### config.mk
export PLATFORM = sky130hd
export DESIGN_NAME = if_id_fetch_buffer
export DESIGN_NICKNAME = d
export VERILOG_FILES = /design/src/rtl/arm_pkg.sv /design/src/rtl/if_id_fifo_mem.sv /design/src/rtl/if_id_fetch_buffer.sv
export SDC_FILE = /design/constraint.sdc
export NUM_CORES = 1
export LEC_CHECK = 0
export CELL_PAD_IN_SITES_DETAIL_PLACEMENT = 0
export CELL_PAD_IN_SITES_GLOBAL_PLACEMENT = 1
export CORE_UTILIZATION = 36
export CTS_CLUSTER_SIZE = 25
export DETAILED_ROUTE_END_ITERATION = 6
export GPL_ROUTABILITY_DRIVEN = 0
export GPL_TIMING_DRIVEN = 0
export PLACE_DENSITY = 0.83
export SYNTH_ARGS = -nofsm -noshare
export SYNTH_HDL_FRONTEND = slang
export SYNTH_SLANG_ARGS = --single-unit
export TNS_END_PERCENT = 30
### constraint.sdc
create_clock -name clk -period 4.2 [get_ports clk]
set_input_delay 0.84 -clock clk [delete_from_list [all_inputs] [get_ports clk]]
set_output_delay 0.84 -clock clk [all_outputs]
set_load 0.02 [all_outputs]
### src/rtl/arm_pkg.sv
// Shared ARM pipeline definitions: default word width, the NOP encoding and the
// {pc, instr} entry layout used by the IF/ID and ID/EXE pipeline registers.
package arm_pkg;

    localparam int ARM_WORD_W = 32;
    localparam logic [ARM_WORD_W-1:0] ARM_NOP = 32'hE1A0_0000;  // MOV r0,r0

    typedef struct packed {
        logic [ARM_WORD_W-1:0] pc;
        logic [ARM_WORD_W-1:0] instr;
    } if_id_entry_t;

endpackage

### src/rtl/if_id_fifo_mem.sv
// Register-array storage for the IF/ID buffer: one write port and one
// asynchronous read port. Contents are not reset.
module if_id_fifo_mem #(
    parameter int WORD_W = 32,
    parameter int DEPTH  = 2,
    parameter int PTR_W  = 1
) (
    input  logic                  clk,
    input  logic                  wr_en,
    input  logic [PTR_W-1:0]      wr_ptr,
    input  logic [2*WORD_W-1:0]   wr_data,
    input  logic [PTR_W-1:0]      rd_ptr,
    output logic [2*WORD_W-1:0]   rd_data
);

    logic [2*WORD_W-1:0] mem [DEPTH];

    always_ff @(posedge clk) begin
        if (wr_en) begin
            mem[wr_ptr] <= wr_data;
        end
    end

    assign rd_data = mem[rd_ptr];

endmodule

### src/rtl/if_id_fetch_buffer.sv
// IF->ID decoupling buffer: holds up to DEPTH {PC+4, instr} pairs and discards
// them on flush. Define IF_ID_PERF_CNT_EN to build the stall/flush counters.
module if_id_fetch_buffer
    import arm_pkg::*;
#(
    parameter int WORD_W = ARM_WORD_W,
    parameter int DEPTH  = 2
) (
    input  logic              clk,
    input  logic              rst_n,
    input  logic              if_valid,
    input  logic [WORD_W-1:0] if_pc,
    input  logic [WORD_W-1:0] if_instr,
    output logic              if_ready,
    input  logic              flush,
    input  logic              id_ready,
    output logic              id_valid,
    output logic [WORD_W-1:0] id_pc,
    output logic [WORD_W-1:0] id_instr,
    output logic [31:0]       stall_cnt,
    output logic [31:0]       flush_cnt
);

    localparam int CNT_W = $clog2(DEPTH + 1);
    localparam int PTR_W = $clog2(DEPTH);

    logic [CNT_W-1:0]    count;
    logic [PTR_W-1:0]    rd_ptr;
    logic [PTR_W-1:0]    wr_ptr;
    logic                push;
    logic                pop;
    logic [2*WORD_W-1:0] rd_data;

    // Handshakes depend only on registered count, never on id_ready/if_valid paths.
    assign if_ready = (count != CNT_W'(DEPTH));
    assign id_valid = (count != '0);
    assign push     = if_valid & if_ready & ~flush;
    assign pop      = id_valid & id_ready & ~flush;

    function automatic logic [PTR_W-1:0] ptr_inc(input logic [PTR_W-1:0] p);
        return (p == PTR_W'(DEPTH - 1)) ? '0 : p + 1'b1;
    endfunction

    always_ff @(posedge clk or negedge rst_n) begin
        if (!rst_n) begin
            count  <= '0;
            rd_ptr <= '0;
            wr_ptr <= '0;
        end else if (flush) begin
            count  <= '0;
            rd_ptr <= '0;
            wr_ptr <= '0;
        end else begin
            if (push) wr_ptr <= ptr_inc(wr_ptr);
            if (pop)  rd_ptr <= ptr_inc(rd_ptr);
            count <= count + CNT_W'(push) - CNT_W'(pop);
        end
    end

    if_id_fifo_mem #(
        .WORD_W (WORD_W),
        .DEPTH  (DEPTH),
        .PTR_W  (PTR_W)
    ) u_mem (
        .clk     (clk),
        .wr_en   (push),
        .wr_ptr  (wr_ptr),
        .wr_data ({if_pc, if_instr}),
        .rd_ptr  (rd_ptr),
        .rd_data (rd_data)
    );

    // An empty buffer presents a NOP so a careless ID stage decodes harmlessly.
    assign id_pc    = id_valid ? rd_data[2*WORD_W-1:WORD_W] : '0;
    assign id_instr = id_valid ? rd_data[WORD_W-1:0]        : WORD_W'(ARM_NOP);

`ifdef IF_ID_PERF_CNT_EN
    logic [31:0] stall_q;
    logic [31:0] flush_q;
    logic [32:0] flush_sum;

    assign flush_sum = {1'b0, flush_q} + 33'(count);

    always_ff @(posedge clk or negedge rst_n) begin
        if (!rst_n) begin
            stall_q <= '0;
            flush_q <= '0;
        end else begin
            if (id_valid && !id_ready && (stall_q != '1)) begin
                stall_q <= stall_q + 32'd1;
            end
            if (flush) begin
                flush_q <= flush_sum[32] ? '1 : flush_sum[31:0];
            end
        end
    end

    assign stall_cnt = stall_q;
    assign flush_cnt = flush_q;
`else
    assign stall_cnt = '0;
    assign flush_cnt = '0;
`endif

endmodule

==> flow_metrics.py <==
metrics = {
    "outcome": {
        "outcome": "complete, no violations",
    },
    "power_and_ir_drop": {
        "internal-power_uw": 3092,
        "power_frac_comb_pct": 23.5,
        "total_power_uw": 4160,
        "swShare_pct": 25.67,
        "power_frac_seq_pct": 37.1,
        "p_clk_share_pct": 39.4,
        "power_density_nw_per_um2": 508.5,
        "power_switching_uw": 1068,
        "irDropWorstVdd_v": 0.0003493,
        "p_leak_uw": 0.003056,
    },
    "sta": {
        "hold_viol_final": 0,
        "grt_setup_unrepaired": "no",
        "setup_viol": 0,
        "timing.fmax_ghz": 0.3378,
        "clock_skew_ps": 4.718,
        "worst_pin_slew_ps": 595.9,
        "maxSlewHeadroom_pct": 60.18,
        "slew_viol_final": 0,
        "fin_crit_sh_pct": 70.48,
        "min_period_ps": 2960,
    },
    "floorplanning": {
        "die_h_um": 126.7,
        "rows": 45,
        "core_um2": 15200,
        "io_pins": 199,
        "start_util_pct": 36.85,
        "die_area_um2": 16060,
        "die_w_um": 126.7,
    },
    "drt": {
        "routed-via-count": 3266,
        "drtIter0Drc": 84,
        "routedWlPerCell_um": 13.67,
        "wl_mm": 10.65,
        "first_pass_iters": 4,
        "antenna_left": 0,
        "drc": 0,
        "vias_per_cell": 4.193,
    },
    "cells_and_area": {
        "syn_to_final_growth_pct": 46.06,
        "drive_above_1_share_pct": 19.97,
        "layout.nets": 650,
        "fin_area_um2": 8182,
        "antenna_cells": 0,
    },
    "clock_network": {
        "cts_resized": 0,
        "cts_setup_buffers": 0,
        "clock-sinks": 132,
        "h-tree-depth": 4,
        "clk_latency_ps": 400,
        "cts_root_buf": "clkbuf_16",
        "cts_tree": "yes",
        "clockBufferDepth": 2,
        "cts-buffers-inserted": 17,
        "path_clk_slew_ps": 60,
        "hold_buffers": 0,
    },
    "placement": {
        "port_buffers": 134,
        "placed_area_um2": 7525,
        "dp.final_hpwl_mm": 7.514,
    },
    "worst_hold_path": {
        "hold_path.class": "reg2reg",
    },
    "run": {
        "cap_violations": 0,
    },
    "worst_setup_path": {
        "cp_max_fo": 10,
        "crit_type": "reg2out",
        "worstPathRequired_ps": 3360,
        "startpoint_type": "flip-flop",
        "arrival_ps": 2120,
        "crit_path_end_kind": "output pin",
    },
    "global_route": {
        "grt_pass1_vias": 3301,
        "antenna_found_initial": 0,
        "grt_max_degree": 29,
        "grt_usage_pct": 13.97,
        "grt_pass1_wl_mm": 16.59,
        "grt_overflow_total": 0,
    },
    "synthesis": {
        "synth_cells": 359,
        "ys_seq_area_share_pct": 70.40,
        "yosysWarnings": 0,
        "avgSynthCellArea_um2": 15.60,
        "yosys_register_bits": 132,
        "synth_cell_types": 24,
        "syn_area_um2": 5602,
    },
}
==> cell type report <==
class / count / area [um^2]
fillers: 1265 / 7020
flip-flops and latches: 132 / 3944
repair buffers: 138 / 1436
multi-input cells: 210 / 1265
plain buffers: 77 / 633.1
clock buffers: 17 / 425.4
well taps: 188 / 235.2
clock inverters: 14 / 231.5
inverters: 3 / 11.26
==> layer usage <==
layer	global-route usage, %	vias to the layer above	wire length (um)
li1	-	1595	-
met1	15.22	1495	4321
met2	23.17	164	5093
met3	6.917	12	1105
met4	5.882	0	126
met5	0	-	0
==> flip-flops by register name, indices dropped and copies added (netlist names) <==
signal,cells
u_mem.mem,128
rd_ptr,1
count,2
wr_ptr,1
==> synth_stat cells <==
library cell	number	area share, %
edfxtp_1	128	69
nor2_2	5	0.56
o21ai_1	1	0.089
nand3b_1	1	0.13
nor3_1	1	0.089
inv_1	2	0.13
dfrtp_1	4	1.8
buf_6	2	0.40
nand2_1	6	0.40
inv_2	1	0.067
buf_8	1	0.27
mux2i_1	64	11
xor2_1	2	0.31
a211oi_1	1	0.13
nor2b_1	1	0.11
ha_1	2	0.45
nor2_1	59	4.0
conb_1	1	0.067
nand2b_1	1	0.11
o21bai_1	1	0.13
and2_1	1	0.11
buf_4	66	8.8
buf_12	4	1.4
buf_2	4	0.36
==> power by group through the flow <==
stage | combinational, uW | sequential (uW) | clock, uW
2_1_floorplan | 578 | 1570 | 0
3_3_place_gp | 965 | 1580 | 0
3_5_place_dp | 988 | 1570 | 0
4_1_cts | 995 | 1550 | 1680
5_1_grt | 1050 | 1550 | 1730
6_report | 978 | 1540 | 1640
==> worst max-delay path: stages, from the launching register on <==
cell and delay, ps:
dfrtp_1 420, nor2_2 270, buf_4 240, buf_6 170
nor2_1 70, clkdlybuf4s50_1 540
==> path summary, 6_finish.rpt <==
path                                     to      from  slack [ps]  cells past startpoint
max in group asynchronous          count[0]     rst_n        3370                      1
setup / recovery               id_instr[13]  count[1]        1240                      5
hold / removal                       wr_ptr    wr_ptr         540                      1
min in group asynchronous            rd_ptr     rst_n         650                      1
setup reg to reg           u_mem.mem[0][63]  count[0]        2040                      5
hold reg to reg                      wr_ptr    wr_ptr         540                      1
==> cells by family after synthesis <==
| group | Yosys count | synth area share, % |
|---|---|---|
| DFF | 132 | 70.40 |
| xor gates and xnor gates | 2 | 0.3128 |
| adders and majority gates | 2 | 0.4467 |
| other | 1 | 0.06694 |
| AOI/OAI and AO/OA | 3 | 0.3574 |
| and+or+nand+nor | 75 | 5.473 |
| muxes | 64 | 11.44 |
| buffers and inverters | 80 | 11.50 |
==> metrics by stage <==
stage	utilization (%)	TNS [ps]	instances	hold WS [ps]	setup slack [ps]
after floorplan	-	-3810	422	452.3	-29.76
after global placement	48.77	-287250	744	464.2	-2271
after detailed placement	49.50	0	748	544.0	1126
after CTS	53.82	0	779	549.0	1145
after global routing	53.82	0	779	589.4	1096
final	53.82	0	779	543.7	1240
==> cells in the final DEF (no fill, tap or decap), types with 2 or more instances in the layout <==
cell type | synthesis | final
bufinv_16 | 0 | 6
ha_1 | 2 | 2
clkbuf_16 | 0 | 17
inv_6 | 0 | 2
nor2_4 | 0 | 2
nor2_2 | 5 | 5
inv_1 | 2 | 2
clkdlybuf4s50_1 | 0 | 134
dfrtp_1 | 4 | 4
conb_1 | 1 | 64
nor2_1 | 59 | 57
xor2_1 | 2 | 2
buf_4 | 66 | 66
edfxtp_1 | 128 | 128
clkinv_2 | 0 | 2
clkinv_1 | 0 | 2
buf_2 | 4 | 4
buf_6 | 2 | 2
mux2i_1 | 64 | 64
nand2_1 | 6 | 6
buf_16 | 0 | 2
buf_12 | 4 | 6
(Power assumes the default switching activity.)
